==> config.mk <==
export PLATFORM = sky130hd
export DESIGN_NAME = seq1011_ctx_scheduler_flat
export DESIGN_NICKNAME = d
export VERILOG_FILES = /design/src/rtl/seq1011_ctx_if.sv /design/src/rtl/seq1011_ctx_scheduler.sv /design/src/flat_wrapper.sv
export SDC_FILE = /design/constraint.sdc
export NUM_CORES = 1
export LEC_CHECK = 0
export CAP_MARGIN = 0
export CORE_MARGIN = 2
export CORE_UTILIZATION = 53
export DETAILED_ROUTE_END_ITERATION = 12
export PLACE_DENSITY = 0.85
export SLEW_MARGIN = 20
export SYNTH_ARGS = -nofsm -noshare
export SYNTH_HDL_FRONTEND = slang
export SYNTH_SLANG_ARGS = --single-unit
==> constraint.sdc <==
create_clock -name clk -period 6.5 [get_ports clk]
set_input_delay 1.95 -clock clk [delete_from_list [all_inputs] [get_ports clk]]
set_output_delay 1.95 -clock clk [all_outputs]
set_load 0.03 [all_outputs]
==> src/rtl/seq1011_ctx_if.sv <==
// Channel-side and detection-side signal bundle for the shared "1011" detector.
// The master drives the serial channels and observes detection results.
// The slave is the scheduler itself.
interface seq1011_ctx_if #(
  parameter int NCH  = 4,
  parameter int CNTW = 16
);
  localparam int IW = $clog2(NCH);

  logic            enable;
  logic [NCH-1:0]  ch_valid;
  logic [NCH-1:0]  ch_x;
  logic [NCH-1:0]  ch_clr;
  logic [NCH-1:0]  ch_ready;
  logic            det_valid;
  logic [IW-1:0]   det_ch;
  logic            det_hit;
  logic [CNTW-1:0] hit_cnt;

  modport master (
    output enable, ch_valid, ch_x, ch_clr,
    input  ch_ready, det_valid, det_ch, det_hit, hit_cnt
  );

  modport slave (
    input  enable, ch_valid, ch_x, ch_clr,
    output ch_ready, det_valid, det_ch, det_hit, hit_cnt
  );
endinterface

==> src/rtl/seq1011_ctx_scheduler.sv <==
// Time-multiplexed Mealy "1011" detector (non-overlapping) shared by NCH serial
// channels. Each channel owns a 2-bit context. A round-robin arbiter picks one
// channel bit per clock. The results and a saturating hit counter are registered.
module seq1011_ctx_scheduler #(
  parameter int NCH  = 4,
  parameter int CNTW = 16
) (
  input logic         clk,
  input logic         reset,
  seq1011_ctx_if.slave bus
);
  localparam int IW = $clog2(NCH);

  typedef enum logic [1:0] {
    S0 = 2'd0,
    S1 = 2'd1,
    S2 = 2'd2,
    S3 = 2'd3
  } state_t;

  // The returned value is {hit, next_state} for one detector step.
  function automatic logic [2:0] step_fn(input state_t s, input logic x);
    logic [2:0] r;
    case (s)
      S0:      r = x ? {1'b0, S1} : {1'b0, S0};
      S1:      r = x ? {1'b0, S1} : {1'b0, S2};
      S2:      r = x ? {1'b0, S3} : {1'b0, S0};
      S3:      r = x ? {1'b1, S0} : {1'b0, S2};
      default: r = {1'b0, S0};
    endcase
    return r;
  endfunction

  state_t          ctx_r [NCH];
  logic [IW-1:0]   rr_ptr_r;
  logic            det_valid_r;
  logic [IW-1:0]   det_ch_r;
  logic            det_hit_r;
  logic [CNTW-1:0] hit_cnt_r;

  logic [NCH-1:0]  eligible_s;
  logic            found_s;
  logic [IW-1:0]   gidx_s;
  logic [NCH-1:0]  grant_s;
  logic            accept_s;
  logic [2:0]      step_s;
  state_t          nxt_s;
  logic            hit_s;

  assign eligible_s = bus.ch_valid & ~bus.ch_clr;

  // Round-robin search starting after the last granted channel. The result is gated
  // by enable and by reset so that no grant is issued while reset is asserted.
  always_comb begin
    logic [IW:0] cand_v;
    found_s = 1'b0;
    gidx_s  = {IW{1'b0}};
    grant_s = {NCH{1'b0}};
    cand_v  = {(IW+1){1'b0}};
    for (int k = 1; k <= NCH; k++) begin
      cand_v = {1'b0, rr_ptr_r} + (IW+1)'(k);
      if (cand_v >= (IW+1)'(NCH)) begin
        cand_v = cand_v - (IW+1)'(NCH);
      end else begin
        cand_v = cand_v;
      end
      if (!found_s && eligible_s[cand_v[IW-1:0]]) begin
        found_s = 1'b1;
        gidx_s  = cand_v[IW-1:0];
      end else begin
        found_s = found_s;
      end
    end
    if (found_s && bus.enable && reset) begin
      grant_s[gidx_s] = 1'b1;
    end else begin
      grant_s = {NCH{1'b0}};
    end
  end

  assign accept_s = |grant_s;

  // Shared Mealy datapath: one step of the selected channel's context.
  always_comb begin
    step_s = step_fn(ctx_r[gidx_s], bus.ch_x[gidx_s]);
    hit_s  = step_s[2];
    nxt_s  = state_t'(step_s[1:0]);
  end

  // Context file, arbiter pointer, detection result registers and hit counter.
  always_ff @(posedge clk or negedge reset) begin
    if (!reset) begin
      for (int i = 0; i < NCH; i++) begin
        ctx_r[i] <= S0;
      end
      rr_ptr_r    <= IW'(NCH - 1);
      det_valid_r <= 1'b0;
      det_ch_r    <= {IW{1'b0}};
      det_hit_r   <= 1'b0;
      hit_cnt_r   <= {CNTW{1'b0}};
    end else begin
      for (int i = 0; i < NCH; i++) begin
        if (bus.ch_clr[i]) begin
          ctx_r[i] <= S0;
        end else if (grant_s[i]) begin
          ctx_r[i] <= nxt_s;
        end
      end
      det_valid_r <= accept_s;
      if (accept_s) begin
        rr_ptr_r  <= gidx_s;
        det_ch_r  <= gidx_s;
        det_hit_r <= hit_s;
      end
      if (det_valid_r && det_hit_r && (hit_cnt_r != {CNTW{1'b1}})) begin
        hit_cnt_r <= hit_cnt_r + {{(CNTW-1){1'b0}}, 1'b1};
      end
    end
  end

  assign bus.ch_ready  = grant_s;
  assign bus.det_valid = det_valid_r;
  assign bus.det_ch    = det_ch_r;
  assign bus.det_hit   = det_hit_r;
  assign bus.hit_cnt   = hit_cnt_r;
endmodule

==> src/flat_wrapper.sv <==
// flat-port wrapper written by rule: the top's interface ports become plain ports
module seq1011_ctx_scheduler_flat 
#(
  parameter int NCH  = 4,
  parameter int CNTW = 16
)
  (clk, reset, bus_enable, bus_ch_valid, bus_ch_x, bus_ch_clr, bus_ch_ready, bus_det_valid, bus_det_ch, bus_det_hit, bus_hit_cnt);
  seq1011_ctx_if #(.NCH(NCH), .CNTW(CNTW)) bus_i ();
  input logic clk;
  input logic reset;
  input wire logic [$bits(bus_i.enable)-1:0] bus_enable;
  input wire logic [$bits(bus_i.ch_valid)-1:0] bus_ch_valid;
  input wire logic [$bits(bus_i.ch_x)-1:0] bus_ch_x;
  input wire logic [$bits(bus_i.ch_clr)-1:0] bus_ch_clr;
  output wire logic [$bits(bus_i.ch_ready)-1:0] bus_ch_ready;
  output wire logic [$bits(bus_i.det_valid)-1:0] bus_det_valid;
  output wire logic [$bits(bus_i.det_ch)-1:0] bus_det_ch;
  output wire logic [$bits(bus_i.det_hit)-1:0] bus_det_hit;
  output wire logic [$bits(bus_i.hit_cnt)-1:0] bus_hit_cnt;
  assign bus_i.enable = bus_enable;
  assign bus_i.ch_valid = bus_ch_valid;
  assign bus_i.ch_x = bus_ch_x;
  assign bus_i.ch_clr = bus_ch_clr;
  assign bus_ch_ready = bus_i.ch_ready;
  assign bus_det_valid = bus_i.det_valid;
  assign bus_det_ch = bus_i.det_ch;
  assign bus_det_hit = bus_i.det_hit;
  assign bus_hit_cnt = bus_i.hit_cnt;
  seq1011_ctx_scheduler #(.NCH(NCH), .CNTW(CNTW)) u_core (.clk(clk), .reset(reset), .bus(bus_i));
endmodule
==> flow_summary.toml <==
[yosys]
avgSynthCellArea_um2 = 10.4
netlist-cell-type-count = 41
synthCells = 154
yosysWarnings = 0
syn_area_um2 = 1600
seq_area_frac_synth_pct = 47.0
syn-num-nets = 170
ys_ff_latch = 30

[sta]
hold_viol_final = 0
setup_viol = 0
setup-tns-final_ns = 0
rsz0062_at_grt = "false"
min_period_ns = 5.84
slew_headroom_pct = 57.1
finalCritPeriodShare_pct = 89.9
max_freq_ghz = 0.171
layout_setup_ws_ns = 0.659
worst_pin_slew_ns = 0.644
slew_viol_final = 0
finalClockSkew_ns = 0.0142

[floorplan]
num_io_pins = 39
fp.dieArea_um2 = 3480
die_y_um = 59.0
fp.dieW_um = 59.0
core_um2 = 2810
rows = 19
initial_utilization_pct = 57.1

[pwr]
internal_power_uw = 279
comb_power_share_pct = 17.6
seq_power_share_pct = 52.5
p_switching_uw = 110
swShare_pct = 28.3
p_clk_share_pct = 29.9
p_per_area_nw_per_um2 = 188
p_leak_nw = 0.855
ir_worst_vdd_mv = 0.146

[cts]
post_cts_buffers = 0
clk_pin_slew_ns = 0.09
cts_tree = "built"
cts_buffers = 5
hold_buffers = 0
clk_latency_ns = 0.34
cts_resized = 0
cts-root-buf = "clkbuf_4"
clock-sinks = 30
htree_levels = 2
clockBufferDepth = 2

[grt]
grt_pass1_wl_mm = 6.00
track_usage_pct = 23.1
grt_pass1_vias = 1371
antenna_found_initial = 0
grt.overflow.total = 0
grt_max_degree = 31

[place]
portBuffers = 38
place_congestion = 0.790
dp_hpwl_mm = 2.76
dp_slack_ns = 0.693

[critical_path]
r2r_setup_slack_ns = 4.42
critPathLaunch = "bus_ch_clr[0]"
cp.required_ns = 4.55
path_class = "primary input to output pin"
startpoint_type = "primary input"
rr_worst_depth = 5
reg2reg_from = "u_core.rr_ptr_r[1]"
cp_data_arrival_time_ns = 3.89
cp-end-kind = "output pin"
path_max_fanout = 9
timing.rr.end = "u_core.ctx_r[1]"
crit_path_end = "bus_ch_ready[0]"

[cells_and_area]
syn2layout_area_growth_pct = 29.7
final_cell_mix = "clkdlybuf4s50_1, dfrtp_1, nand2_1, xnor2_1"
antennaDiodeCount = 0
fin_nets = 216
fillers = 214
drive_above_1_share_pct = 11.9
final_common_cell = "clkdlybuf4s50_1"

[run_status]
status = "finished with violations"
violations = "design-rule violations"

[route]
ant_nets = 0
drc = 3
via_count = 1418
wirelength_mm = 3.62
post_drt_wl_per_cell_um = 15.6
dr.first_iter.drc_count = 58
viasPerCell = 6.11
dr.pass1.iters = 8

[min_path]
holdCritPathClass = "flip-flop to flip-flop"

[run]
cap_violations = 0
## layout make-up
class	instances	area [µm²]	area share, %
Multi-Input combinational cell	118	826	39.8
Sequential cell	30	753	36.3
Timing Repair Buffer	39	378	18.2
Clock buffer	8	58.8	2.83
Tap cell	31	38.8	1.87
Inverter	6	22.5	1.08
## cells by family after synthesis
group | Yosys count | share of synthesized area [%]
and+or+nand+nor | 71 | 25.9
AOI/OAI and AO/OA | 31 | 16.6
DFF | 30 | 47.0
xor gates and xnor gates | 14 | 7.66
buffers and inverters | 6 | 1.41
muxes | 1 | 0.703
adders and majority gates | 1 | 0.781
## synth_stat cells
cell type  count  share of area (%)
dfrtp_1       28                 44
nand2_1       20                4.7
xnor2_1       11                6.0
a21oi_1        8                2.5
nand4_1        8                3.1
nor2_1         7                1.6
inv_1          6                1.4
nand2b_1       6                2.3
nand3_1        5                1.6
nor2b_1        5                2.0
a32o_1         4                2.5
nand4b_1       3                1.6
nor3_2         3                1.9
o311ai_1       3                1.6
xor2_1         3                1.6
a21o_1         2               0.94
a41oi_1        2                1.1
and2_1         2               0.78
dfstp_2        2                3.3
nor3_1         2               0.63
nor4b_1        2                1.1
o21a_1         2               0.94
o221ai_1       2                1.1
a2111oi_2      1               0.94
a21oi_2        1               0.55
a221o_1        1               0.63
a221o_2        1               0.70
a221oi_2       1               0.94
a41o_1         1               0.63
and2_4         1               0.55
and3_1         1               0.39
and3b_1        1               0.55
and3b_2        1               0.63
and4b_1        1               0.63
ha_1           1               0.78
mux2_1         1               0.70
nand3b_1       1               0.47
nor4_2         1               0.78
o221a_1        1               0.70
o22ai_2        1               0.78
or3b_1         1               0.55
## worst max-delay path, stage by stage
cell and delay (ns):
clkdlybuf4s50_1 0.48, and3b_2 0.30, o22ai_2 0.10, a221oi_2 0.58
and2_1 0.29, buf_4 0.18
## sequential cells by signal, summed over array words and instances (netlist names)
signal                cells
u_core.bus.det_ch         2
u_core.bus.det_hit        1
u_core.bus.det_valid      1
u_core.bus.hit_cnt       16
u_core.ctx_r              8
u_core.rr_ptr_r           2
## metal layers
metal / GRT usage, % / vias up / part of all wire [%]
met3: 6.11 / 8 / 5.7
met5: 0 / - / 0
met1: 27.9 / 694 / 42
met4: 8.77 / 0 / 1.9
li1: - / 675 / -
met2: 39.4 / 41 / 50
## power by group through the flow
stage	sequential (mW)	combinational (mW)	clock (mW)
6_report	0.205	0.0685	0.117
2_1_floorplan	0.213	0.0323	0
4_1_cts	0.204	0.0686	0.119
5_1_grt	0.205	0.0744	0.125
3_5_place_dp	0.208	0.0686	0
3_3_place_gp	0.207	0.0669	0
## worst min path at each step
stage / start / to / slack, ns / cells after the start
4_1_cts: u_core.bus.det_ch[1] / u_core.bus.det_ch[1] / 0.49 / 1
6_report: u_core.bus.det_ch[1] / u_core.bus.det_ch[1] / 0.49 / 1
3_3_place_gp: u_core.bus.det_ch[1] / u_core.bus.det_ch[1] / 0.46 / 1
2_1_floorplan: u_core.ctx_r[0] / u_core.ctx_r[0] / 0.51 / 1
3_5_place_dp: u_core.bus.det_ch[1] / u_core.bus.det_ch[1] / 0.47 / 1
5_1_grt: u_core.bus.det_ch[1] / u_core.bus.det_ch[1] / 0.50 / 1
## through the flow
stage / area (µm²) / instances / total power, mW / hold slack, ns / utilization [%]
6_report: 2080 / 232 / 0.390 / 0.487 / 74.0
5_1_grt: 2080 / 232 / 0.405 / 0.502 / 74.0
4_1_cts: 2080 / 232 / 0.392 / 0.488 / 74.0
3_5_place_dp: 2020 / 224 / 0.276 / 0.466 / 71.9
3_3_place_gp: 2020 / 224 / 0.274 / 0.461 / 71.9
2_1_floorplan: 1600 / 154 / 0.245 / 0.509 / -
(Power assumes the default switching activity.)
